<file path="src/rtl/mmap_ws_gen2.sv">
// Z80 memory mapper: 2^PAGE_BITS IO-programmable windows onto a 512 KB space, chip-enable decode, slow-window wait states.
// Latency: SYNC input stages, then one registered stage on M_A/CE/D_OUT; map/control writes land two cycles after the strobe edge.
// Backpressure: holds WAIT_n low for WS_SLOW cycles on slow-window memory accesses when WS_EN is set; IO path never stalls.
module mmap_ws_gen2 #(
  parameter int         PAGE_BITS = 2,
  parameter logic [7:0] IO_BASE   = 8'h10,
  parameter int         WS_SLOW   = 3,
  parameter int         SYNC      = 2
) (
  input  logic        CLK_24MHz,
  input  logic        RES,
  input  logic [15:0] A,
  input  logic [7:0]  D_IN,
  input  logic        IORQ,
  input  logic        MREQ,
  input  logic        RD,
  input  logic        WR,
  input  logic        M1,
  output logic [7:0]  D_OUT,
  output logic        D_OE,
  output logic [4:0]  M_A,
  output logic        ROM_CE,
  output logic        RAM2_CE,
  output logic        RAM0_CE,
  output logic        RAM1_CE,
  output logic        WAIT_n
);

  localparam int         NWIN    = 1 << PAGE_BITS;
  localparam logic [3:0] WS_LOAD = 4'(WS_SLOW - 1);

  typedef enum logic [1:0] {IDLE, WAIT, HOLD} ws_state_t;

  // Synchroniser chains; strobes packed as {iorq, mreq, rd, wr, m1}
  logic [15:0] a_sync  [SYNC];
  logic [7:0]  d_sync  [SYNC];
  logic [4:0]  st_sync [SYNC];

  logic [15:0] s_a;
  logic [7:0]  s_d;
  logic        s_iorq, s_mreq, s_rd, s_wr, s_m1;

  // Edge-detect history of the synchronised strobes
  logic        prev_iow;
  logic        prev_mreq;

  // Register file
  logic [7:0]  map_q [NWIN];
  logic        lock;
  logic        ws_en;

  // Write pipeline: address decoded on the strobe edge, data taken a cycle later
  logic                 wr_pend;
  logic                 wr_map;
  logic                 wr_ctl;
  logic [PAGE_BITS-1:0] wr_idx;

  // Wait-state machine
  ws_state_t   state;
  logic [3:0]  cnt;

  // Decode helpers
  logic                 s_iow;
  logic                 io_wr_det;
  logic [8:0]           io_off;
  logic                 map_hit;
  logic                 ctl_hit;
  logic [PAGE_BITS-1:0] io_idx;
  logic [7:0]           ctrl_val;
  logic                 rd_act;
  logic [PAGE_BITS-1:0] win;
  logic [7:0]           sel;
  logic                 wp_block;
  logic                 mreq_fall;
  logic                 slow_start;

  assign s_a    = a_sync[SYNC-1];
  assign s_d    = d_sync[SYNC-1];
  assign s_iorq = st_sync[SYNC-1][4];
  assign s_mreq = st_sync[SYNC-1][3];
  assign s_rd   = st_sync[SYNC-1][2];
  assign s_wr   = st_sync[SYNC-1][1];
  assign s_m1   = st_sync[SYNC-1][0];

  // IO decode works on the low address byte, offset from the window base
  assign s_iow     = s_iorq | s_wr;
  assign io_wr_det = prev_iow & ~s_iow & s_m1;
  assign io_off    = {1'b0, s_a[7:0]} - {1'b0, IO_BASE};
  assign map_hit   = io_off < 9'(NWIN);
  assign ctl_hit   = io_off == 9'(NWIN);
  assign io_idx    = io_off[PAGE_BITS-1:0];
  assign ctrl_val  = {6'b0, ws_en, lock};
  assign rd_act    = ~s_iorq & ~s_rd & (map_hit | ctl_hit);

  // Memory side: top address bits pick the window entry
  assign win        = s_a[15 -: PAGE_BITS];
  assign sel        = map_q[win];
  assign wp_block   = sel[7] & ~s_mreq & ~s_wr;
  assign mreq_fall  = prev_mreq & ~s_mreq;
  assign slow_start = mreq_fall & s_m1 & ws_en & ~sel[6];

  // Shift bus inputs through the synchroniser stages; strobes idle high
  always_ff @(posedge CLK_24MHz) begin
    if (RES) begin
      for (int i = 0; i < SYNC; i++) begin
        a_sync[i]  <= '0;
        d_sync[i]  <= '0;
        st_sync[i] <= '1;
      end
      prev_iow  <= 1'b1;
      prev_mreq <= 1'b1;
    end else begin
      a_sync[0]  <= A;
      d_sync[0]  <= D_IN;
      st_sync[0] <= {IORQ, MREQ, RD, WR, M1};
      for (int i = 1; i < SYNC; i++) begin
        a_sync[i]  <= a_sync[i-1];
        d_sync[i]  <= d_sync[i-1];
        st_sync[i] <= st_sync[i-1];
      end
      prev_iow  <= s_iow;
      prev_mreq <= s_mreq;
    end
  end

  // Capture the IO write target on the strobe edge, load data the next cycle; LOCK freezes the map
  always_ff @(posedge CLK_24MHz) begin
    if (RES) begin
      for (int i = 0; i < NWIN; i++) map_q[i] <= 8'h00;
      lock    <= 1'b0;
      ws_en   <= 1'b0;
      wr_pend <= 1'b0;
      wr_map  <= 1'b0;
      wr_ctl  <= 1'b0;
      wr_idx  <= '0;
    end else begin
      wr_pend <= io_wr_det;
      wr_map  <= map_hit;
      wr_ctl  <= ctl_hit;
      wr_idx  <= io_idx;
      if (wr_pend) begin
        if (wr_map && !lock) map_q[wr_idx] <= s_d;
        if (wr_ctl) begin
          lock  <= lock | s_d[0];
          ws_en <= s_d[1];
        end
      end
    end
  end

  // Registered IO readback; bus driven only while an in-range read is active
  always_ff @(posedge CLK_24MHz) begin
    if (RES) begin
      D_OE  <= 1'b0;
      D_OUT <= 8'h00;
    end else begin
      D_OE <= rd_act;
      if (!rd_act)      D_OUT <= 8'h00;
      else if (map_hit) D_OUT <= map_q[io_idx];
      else              D_OUT <= ctrl_val;
    end
  end

  // Registered page address and one-hot-low chip enables; protected writes suppress every CE
  always_ff @(posedge CLK_24MHz) begin
    if (RES) begin
      M_A     <= 5'h00;
      ROM_CE  <= 1'b0;
      RAM2_CE <= 1'b1;
      RAM0_CE <= 1'b1;
      RAM1_CE <= 1'b1;
    end else begin
      M_A     <= sel[4:0];
      ROM_CE  <= 1'b1;
      RAM2_CE <= 1'b1;
      RAM0_CE <= 1'b1;
      RAM1_CE <= 1'b1;
      if (!wp_block) begin
        if (!sel[6]) begin
          if (sel[5]) RAM2_CE <= 1'b0;
          else        ROM_CE  <= 1'b0;
        end else begin
          if (sel[1]) RAM1_CE <= 1'b0;
          else        RAM0_CE <= 1'b0;
        end
      end
    end
  end

  // Wait-state FSM: WAIT_n low for WS_SLOW cycles per slow access, abort if MREQ rises early
  always_ff @(posedge CLK_24MHz) begin
    if (RES) begin
      state  <= IDLE;
      WAIT_n <= 1'b1;
      cnt    <= 4'd0;
    end else begin
      case (state)
        IDLE: begin
          if (slow_start) begin
            state  <= WAIT;
            WAIT_n <= 1'b0;
            cnt    <= WS_LOAD;
          end
        end
        WAIT: begin
          if (s_mreq) begin
            state  <= IDLE;
            WAIT_n <= 1'b1;
          end else if (cnt == 4'd0) begin
            state  <= HOLD;
            WAIT_n <= 1'b1;
          end else begin
            cnt <= cnt - 4'd1;
          end
        end
        HOLD: begin
          if (s_mreq) state <= IDLE;
        end
        default: begin
          state  <= IDLE;
          WAIT_n <= 1'b1;
        end
      endcase
    end
  end

endmodule
</file>
<file path="config.mk">
export PLATFORM = sky130hd
export DESIGN_NAME = mmap_ws_gen2
export DESIGN_NICKNAME = d
export VERILOG_FILES = /design/src/rtl/mmap_ws_gen2.sv
export SDC_FILE = /design/constraint.sdc
export NUM_CORES = 1
export LEC_CHECK = 0
export ABC_CLOCK_PERIOD_IN_PS = 2020
export CORE_MARGIN = 3
export CORE_UTILIZATION = 55
export DETAILED_ROUTE_END_ITERATION = 12
export GPL_ROUTABILITY_DRIVEN = 1
export PLACE_DENSITY_LB_ADDON = 0.12
export SLEW_MARGIN = 25
export SYNTH_ARGS = -nofsm -noshare
export SYNTH_HDL_FRONTEND = slang
export SYNTH_SLANG_ARGS = --single-unit
</file>
<file path="constraint.sdc">
create_clock -name CLK_24MHz -period 2.02 [get_ports CLK_24MHz]
set_input_delay 0.303 -clock CLK_24MHz [delete_from_list [all_inputs] [get_ports CLK_24MHz]]
set_output_delay 0.303 -clock CLK_24MHz [all_outputs]
set_load 0.005 [all_outputs]
</file>
==> impl_metrics.tcl, run 1 <==
set metrics [dict create \
    via_per_inst 5.229 \
    tightest_slew_ns 0.6152 \
    cp-end-kind "flip-flop" \
    via_count 2510 \
    drtIter0Drc 114 \
    total_power_mw 3.917 \
    setup_slack_ns 0.1553 \
    overflow 0 \
    p_sw_mw 0.8276 \
    drc 0 \
    portBuffers 43 \
    ant_nets 0 \
    die_h_um 93.12 \
    regArea_um2 2564 \
    cts_tree "done" \
    critPathRequiredTime_ns 2.26 \
    synth_cells 328 \
    whs_ns 0.3927 \
    drv_cap 0 \
    p_comb_share_pct 5.9 \
    p_int_mw 3.089 \
    antenna_found_initial 0 \
    cts_hold_buffers 0 \
    outcome "complete, no violations" \
    synthFlopType "dfxtp_1" \
    synth_area_leader_cell "dfxtp_1" \
    place_ws_ns -0.002786 \
    syn_nets 362 \
    holdCritPathClass "input port to flip-flop" \
    syn-mean-instance-area_um2 12.73 \
    dieWidth_um 93.12 \
    p_clk_share_pct 32.4 \
    worstPathArrival_ns 2.10 \
    cts_root_buffer "clkbuf_8" \
    nFillCells 574 \
    placed_cells 464 \
    synthTopCellsByArea "dfxtp_1 38%, edfxtp_1 23%, nor2b_1 6.6%" \
    dpl.hpwl_um 5079 \
    htree_levels 3 \
    critPathLaunchType "flip-flop" \
    dr.pass1.iters 4 \
    period_share_pct 92.31 \
    grt_max_degree 45 \
    clk_path_buf_depth 2 \
    finalSetupViolations 0 \
    io_pins 50 \
    max-vdd-ir-drop_mv 0.4020 \
    final_cell_mix "79 x dfxtp_1, 44 x nor2b_1, 42 x clkdlybuf4s50_1, 34 x and2_1, 32 x edfxtp_1" \
    fmax_mhz 536.3 \
    clkSinkCount 112 \
    layout_commonest_cell "dfxtp_1" \
    seqPwrFrac_pct 61.8 \
    ys_ff_latch 112 \
    clock_latency_ns 0.35 \
    skew_ns 0.008454 \
    yosys.cell_types.count 44 \
    synth_area_um2 4174 \
    gp_congestion 0.8205 \
    design.die.area_um2 8670 \
    critPathKind "flip-flop to flip-flop" \
    p_sw_share_pct 21.13 \
    grt_pass1_vias 2478 \
    synth-edff-count 32 \
    period_needed_ns 1.865 \
    synth_top_area_share_pct 38.37 \
    hold_violations 0 \
    start_util_pct 57.24 \
    nets 410 \
    yosysSeqAreaShare_pct 61.39 \
    num_antenna_cells 0 \
    cts_buffers 9 \
    cts.reportedPaths.clkPinSlew_ns 0.10 \
    wl_um 7268 \
    powerDensity_nw_per_um2 796.2 \
    grt_pass1_wl_um 11870 \
    critPathMaxFanout 6 \
    report.final.slew_viol_count 0 \
    final_cells 480 \
    p_leak_nw 1.794 \
    fp-row-count 31 \
    post_drt_wl_per_cell_um 15.14 \
    multi_input_area_um2 1524 \
    timing.max_slew.rel_slack_pct 58.93 \
    grtUsageTotal_pct 18.03 \
    cts_setup_buffers 0 \
    core_um2 7292 \
    async_reset_ff_share_pct 0 \
    layout-drive-gt1-share_pct 16.01 \
    yosys_warnings 0 \
    area_growth_pct 17.87 \
]
==> registers in the layout, indices dropped and copies added (netlist names), 2 cells and up <==
name	count
map_q	32
a_sync	20
d_sync	16
st_sync	10
D_OUT	8
M_A	5
cnt	4
state	2
wr_idx	2
==> power groups by stage <==
stage	Combinational (mW)	Sequential, mW	Clock [mW]
finish	0.230	2.42	1.27
global route	0.250	2.43	1.40
CTS	0.230	2.42	1.30
detailed placement	0.230	2.47	0
global placement	0.224	2.47	0
floorplan	0.139	2.45	0
==> logic make-up (layout without fill, tap and decap cells) <==
group	after synthesis	after routing	synth area share [%]
buffers and inverters	22	75	2.368
and+or+nand+nor	150	150	22.06
adders and majority gates	3	3	0.8994
DFF	112	112	61.39
muxes	17	17	9.113
AOI/OAI and AO/OA	23	23	3.957
xor gates and xnor gates	1	1	0.2099
==> layer usage <==
metal  wire (µm)  global-route usage, %
met1        3048                  21.15
met2        3836                  32.45
met4         113                  6.471
met5           0                      0
met3         270                  3.862
==> cell usage after synthesis, types with 2 or more instances <==
cell type  instances
nand2_1           10
mux4_1             6
dfxtp_1           80
buf_4              2
a21oi_1            5
and2_1            34
a2111oi_0          2
nor2b_1           44
inv_1              7
nand3_1            6
nor4b_1            2
and2b_2            2
ha_1               3
and3b_1            2
nor2_1             9
clkbuf_1          11
mux4_2             9
mux2i_1            2
nor3b_1            6
edfxtp_1          32
or3_1              3
nor3_1             8
nand3b_1           2
or2_2             16
o21ai_0            4
a31oi_1            3
==> stage by stage <==
stage	TNS, ns	util (%)	cell area [µm²]
after global routing	-0.05205	67.47	4920
after floorplan	0	-	4174
after global placement	0	64.70	4718
after CTS	0	67.30	4907
final	0	67.47	4920
after detailed placement	-0.002786	64.70	4718
==> final timing paths <==
kind	startpoint	end	slack (ns)	cells past startpoint
setup / recovery	a_sync[0][21]$_SDFF_PP0_	D_OUT[0]$_SDFF_PP0_	0.16	6
hold / removal	RES	D_OE$_SDFF_PP0_	0.39	3
setup reg to reg	a_sync[0][21]$_SDFF_PP0_	D_OUT[0]$_SDFF_PP0_	0.16	6
hold reg to reg	st_sync[0][0]$_SDFF_PP1_	st_sync[0][5]$_SDFF_PP1_	0.42	1
==> critical path, cell delays in order (launching register included) <==
cell and delay, ns:
dfxtp_1 0.37, inv_1 0.08, ha_1 0.19, or2_2 0.32, o31ai_2 0.22, o211ai_2 0.18
a2111oi_1 0.38
==> area by class of cell <==
cell class              count  share of cell area (%)
well taps                  99                   2.518
clock inverters             5                   1.170
clock buffers              11                   2.670
repair buffers             52                   10.02
multi-input cells         194                   30.98
inverters                   7                  0.5341
flip-flops and latches    112                   52.11
==> repair_timing <==
item / 4_1_cts / 5_1_grt
cloned: 0 / 0
resized for setup: 1 / 5
endpoints found under the setup margin: 1 / 7
pin swaps: 0 / 1
Power figures use the tool's default switching activity.
==> inputs of run 2 (changes only) <==
--- a/config.mk
+++ b/config.mk
@@ -10,6 +10,7 @@
 export CORE_UTILIZATION = 55
 export DETAILED_ROUTE_END_ITERATION = 12
 export GPL_ROUTABILITY_DRIVEN = 1
+export MAX_ROUTING_LAYER = met4
 export PLACE_DENSITY_LB_ADDON = 0.12
 export SLEW_MARGIN = 25
 export SYNTH_ARGS = -nofsm -noshare
==> impl_metrics.tcl, run 2 (synthesis gave the netlist of run 1 again) <==
set metrics [dict create \
    outcome "complete, no violations" \
    crit_family "compound AO/OA/AOI/OAI gates" \
    cts_buffers 9 \
    setup_slack_ns 0.1547 \
    cts_hold_buffers 0 \
    dpl.hpwl_um 5079 \
    tns_ns 0 \
    antenna_found_initial 0 \
    place_area_um2 4718 \
    p_sw_mw 0.8287 \
    grt_pass1_wl_um 11870 \
    drtIter0Drc 114 \
    cp-end-kind "flip-flop" \
    largest_register "map_q" \
    clk_path_buf_depth 2 \
    area_growth_pct 17.87 \
    powerDensity_nw_per_um2 796.4 \
    largestRegisters "map_q (32), a_sync (20), d_sync (16)" \
    clkSinkCount 112 \
    wl_um 7259 \
    dieWidth_um 93.12 \
    place_ws_ns -0.002786 \
    max-vdd-ir-drop_mv 0.4010 \
    num_antenna_cells 0 \
    critPathRequiredTime_ns 2.26 \
    period_needed_ns 1.865 \
    tightest_slew_ns 0.6155 \
    final_cells 480 \
    clock_latency_ns 0.35 \
    seqPwrFrac_pct 61.7 \
    fp-row-count 31 \
    p_sw_share_pct 21.15 \
    worstPathArrival_ns 2.10 \
    layout_commonest_cell "dfxtp_1" \
    cts_root_buffer "clkbuf_8" \
    slowest_delay_ns 0.38 \
    cts_setup_buffers 0 \
    layout-drive-gt1-share_pct 16.01 \
    start_util_pct 57.24 \
    p_leak_nw 1.794 \
    grt_max_degree 45 \
    htree_levels 3 \
    holdCritPathClass "input port to flip-flop" \
    hold_violations 0 \
    drv_cap 0 \
    finalSetupViolations 0 \
    critPathKind "flip-flop to flip-flop" \
    critPathMaxFanout 6 \
    path_cells "inv_1 -> ha_1 -> or2_2 -> o31ai_2 -> o211ai_2 -> a2111oi_1" \
    fmax_mhz 536.1 \
    io_pins 50 \
    p_int_mw 3.089 \
    period_share_pct 92.34 \
    via_per_inst 5.244 \
    placed_cells 464 \
    critPathLaunchType "flip-flop" \
    post_drt_wl_per_cell_um 15.12 \
    fin_area_um2 4920 \
    cts_tree "done" \
    cts.reportedPaths.clkPinSlew_ns 0.10 \
    dr.pass1.iters 4 \
    final_cell_mix "79 x dfxtp_1, 44 x nor2b_1, 42 x clkdlybuf4s50_1, 34 x and2_1, 32 x edfxtp_1" \
    via_count 2517 \
    p_clk_share_pct 32.4 \
    gp_congestion 0.8328 \
    grtUsageTotal_pct 18.59 \
    die_h_um 93.12 \
    largest_reg_flops 32 \
    portBuffers 43 \
    whs_ns 0.3941 \
    timing.max_slew.rel_slack_pct 58.91 \
    overflow 0 \
    ant_nets 0 \
    core_um2 7292 \
    p_comb_share_pct 5.9 \
    grt_pass1_vias 2480 \
    skew_ns 0.007171 \
    design.die.area_um2 8670 \
    nets 410 \
    crit_path_top_delay_cell "a2111oi_1" \
    report.final.slew_viol_count 0 \
    drc 0 \
    crit_buf_inv 1 \
]
run 2: cell counts in the layout (fill, tap and decap cells not counted):
No cell type changed its count.
run 2: worst paths after layout:
kind                                                  to  cells after the start  slack (ns)                     start
worst max-delay path                 D_OUT[0]$_SDFF_PP0_                      6        0.15  a_sync[0][21]$_SDFF_PP0_
worst min-delay path                     D_OE$_SDFF_PP0_                      3        0.39                       RES
worst max register to register       D_OUT[0]$_SDFF_PP0_                      6        0.15  a_sync[0][21]$_SDFF_PP0_
worst min register to register  st_sync[0][5]$_SDFF_PP1_                      1        0.42  st_sync[0][0]$_SDFF_PP1_
run 2: layer usage:
metal  track usage, %  routed length (µm)  vias to the layer above
li1                 -                   -                     1233
met1            21.15                3036                     1221
met2            32.45                3866                       52
met3            4.586                 263                       11
met4            5.739                  93                        0
met5                -                   0                        -
run 2: per-stage QoR:
step           power [mW]  utilization, %
6_report            3.918           67.47
3_5_place_dp        2.702           64.70
4_1_cts             3.949           67.30
5_1_grt             4.083           67.47
3_3_place_gp        2.692           64.70
2_1_floorplan       2.592               -
run 2: final cells by class:
cell class              count  area, µm²
flip-flops and latches    112       2564
repair buffers             52      493.0
inverters                   7      26.28
multi-input cells         194       1524
clock inverters             5      57.56
well taps                  99      123.9
clock buffers              11      131.4
fillers                   574       2372
run 2: power groups by stage:
stage,sequential (mW),clock (mW),combinational [mW]
6_report,2.42,1.27,0.229
5_1_grt,2.43,1.40,0.250
4_1_cts,2.42,1.30,0.230
3_5_place_dp,2.47,0,0.230
3_3_place_gp,2.47,0,0.224
2_1_floorplan,2.45,0,0.139
run 2: worst reg2reg max path: cells and delay by family, from the launching register on:
kind,cells,cell delay [ns]
adders and majority gates,1,0.19
DFF,1,0.37
AOI/OAI and AO/OA,3,0.78
buffers and inverters,1,0.08
and+or+nand+nor,1,0.32
run 2: timing repair:
| item | CTS | global route |
|---|---|---|
| pin swaps | 0 | 1 |
| gates resized for setup | 1 | 5 |
| setup endpoints to repair | 1 | 7 |
==> RTL edit: new RTL, config.mk and constraints of run 2 <==
The parameter `PAGE_BITS` goes from 2 to 1. Comments in the files are not updated.
--- a/src/rtl/mmap_ws_gen2.sv
+++ b/src/rtl/mmap_ws_gen2.sv
@@ -2,7 +2,7 @@
 // Latency: SYNC input stages, then one registered stage on M_A/CE/D_OUT; map/control writes land two cycles after the strobe edge.
 // Backpressure: holds WAIT_n low for WS_SLOW cycles on slow-window memory accesses when WS_EN is set; IO path never stalls.
 module mmap_ws_gen2 #(
-  parameter int         PAGE_BITS = 2,
+  parameter int         PAGE_BITS = 1,
   parameter logic [7:0] IO_BASE   = 8'h10,
   parameter int         WS_SLOW   = 3,
   parameter int         SYNC      = 2
Behaviour: not the same (Yosys sat finds a counterexample within 4 cycles, from zero or initial values).
==> RTL edit against run 2 <==
  * Sequential power decreased by 19%
  * Count of clock-buffer cells in the layout decreased by 2
  * Routed wire length decreased by 31%
  * Area after synthesis decreased by 24%
  * Sequential cell count decreased by 19
  * Combinational power decreased by 26%
  * Via count decreased by 21%
  * Non-clock buffer count decreased by 4
  * Power decreased by 9.0%
  * Die area decreased by 23%
  * Final area decreased by 21%
  * Setup slack improved by 210 ps
==> RTL edit: results (changes against run 2) <==
Input/output buffers - 42 (-2.3%)
Routed vias - 1989 (-21%)
Synth Area in Compound Gates - 5.200% (+1.2 points)
Final Cycle Share - 82.02% (-10 points)
Worst Reg-to-Reg Cells - 5 (-1)
Post-Synth Adder-Cell Area - 1.191% (+0.29 points)
Max IR drop VDD - 0.5032 mV (+25%)
Largest reg by FF count - a_sync
Reg2reg end - WAIT_n
Filler cell count - 391 (-32%)
Hold WC Path Type - flip-flop to flip-flop
Top post-synthesis cells by count - 77 x dfxtp_1, 37 x nor2b_1, 16 x edfxtp_1, 15 x mux2i_1
Register area share after synthesis - 64.15% (+2.8 points)
Synth area leaders - dfxtp_1 49%, edfxtp_1 15%, nor2b_1 7.3%, mux2i_1 4.8%, or2_2 2.4%
CP arrival - 1900 ps (-200 ps)
Setup slack, reg-to-reg - 360 ps (+210 ps)
Worst Hold Endpoint - st_sync[0][9]
Min-delay src - st_sync[0][4]
HPWL after detailed placement - 3383 um (-33%)
Worst Setup SP - cnt[0]
CP peak stage delay - 440 ps (+60 ps)
Pin count of the biggest net entering global routing - 39 (-13%)
DRT iter0 DRCs - 96 (-16%)
Layout cells sized above 1 - 12.65% (-3.4 points)
Status - finished clean
Total track usage - 17.40% (-1.2 points)
Post-synth EDFFs - 16 (-50%)
Pre-CTS setup slack - 312.8 ps (+315.6 ps)
Clock slew seen by the registers of the worst setup and hold paths - 80 ps (-20 ps)
Area of placed instances - 0.003660 mm2 (-22%)
==> RTL edit: per-layer routing <==
layer  part of all wire (%)  global-route usage, %  vias up
met3                    5.1                  5.263       12
met2                     48                  28.99       47
met4                    2.2                  8.306        0
li1                       -                      -     1024
met5                      0                      -        -
met1                     45                  19.03      906
==> RTL edit: power groups by stage <==
stage	Sequential (W)	Clock (W)	Combinational (W)
final	0.00196	0.00143	0.000169
after global routing	0.00197	0.00154	0.000189
after CTS	0.00196	0.00145	0.000170
after detailed placement	0.00201	0	0.000169
after global placement	0.00201	0	0.000164
after floorplan	0.00200	0	0.0000914
==> RTL edit: final cells by class <==
class                   count  share of cell area [%]
well taps                  70                   2.244
multi-input cells         161                   27.53
flip-flops and latches     93                   51.79
repair buffers             48                   11.79
clock inverters             7                   2.885
inverters                   6                  0.5769
clock buffers               9                   3.173
==> RTL edit: metrics by stage <==
step	instances	hold WS, ps
finish	394	410.9
global route	394	431.7
CTS	394	418.3
detailed placement	378	397.2
global placement	378	393.0
floorplan	270	389.5
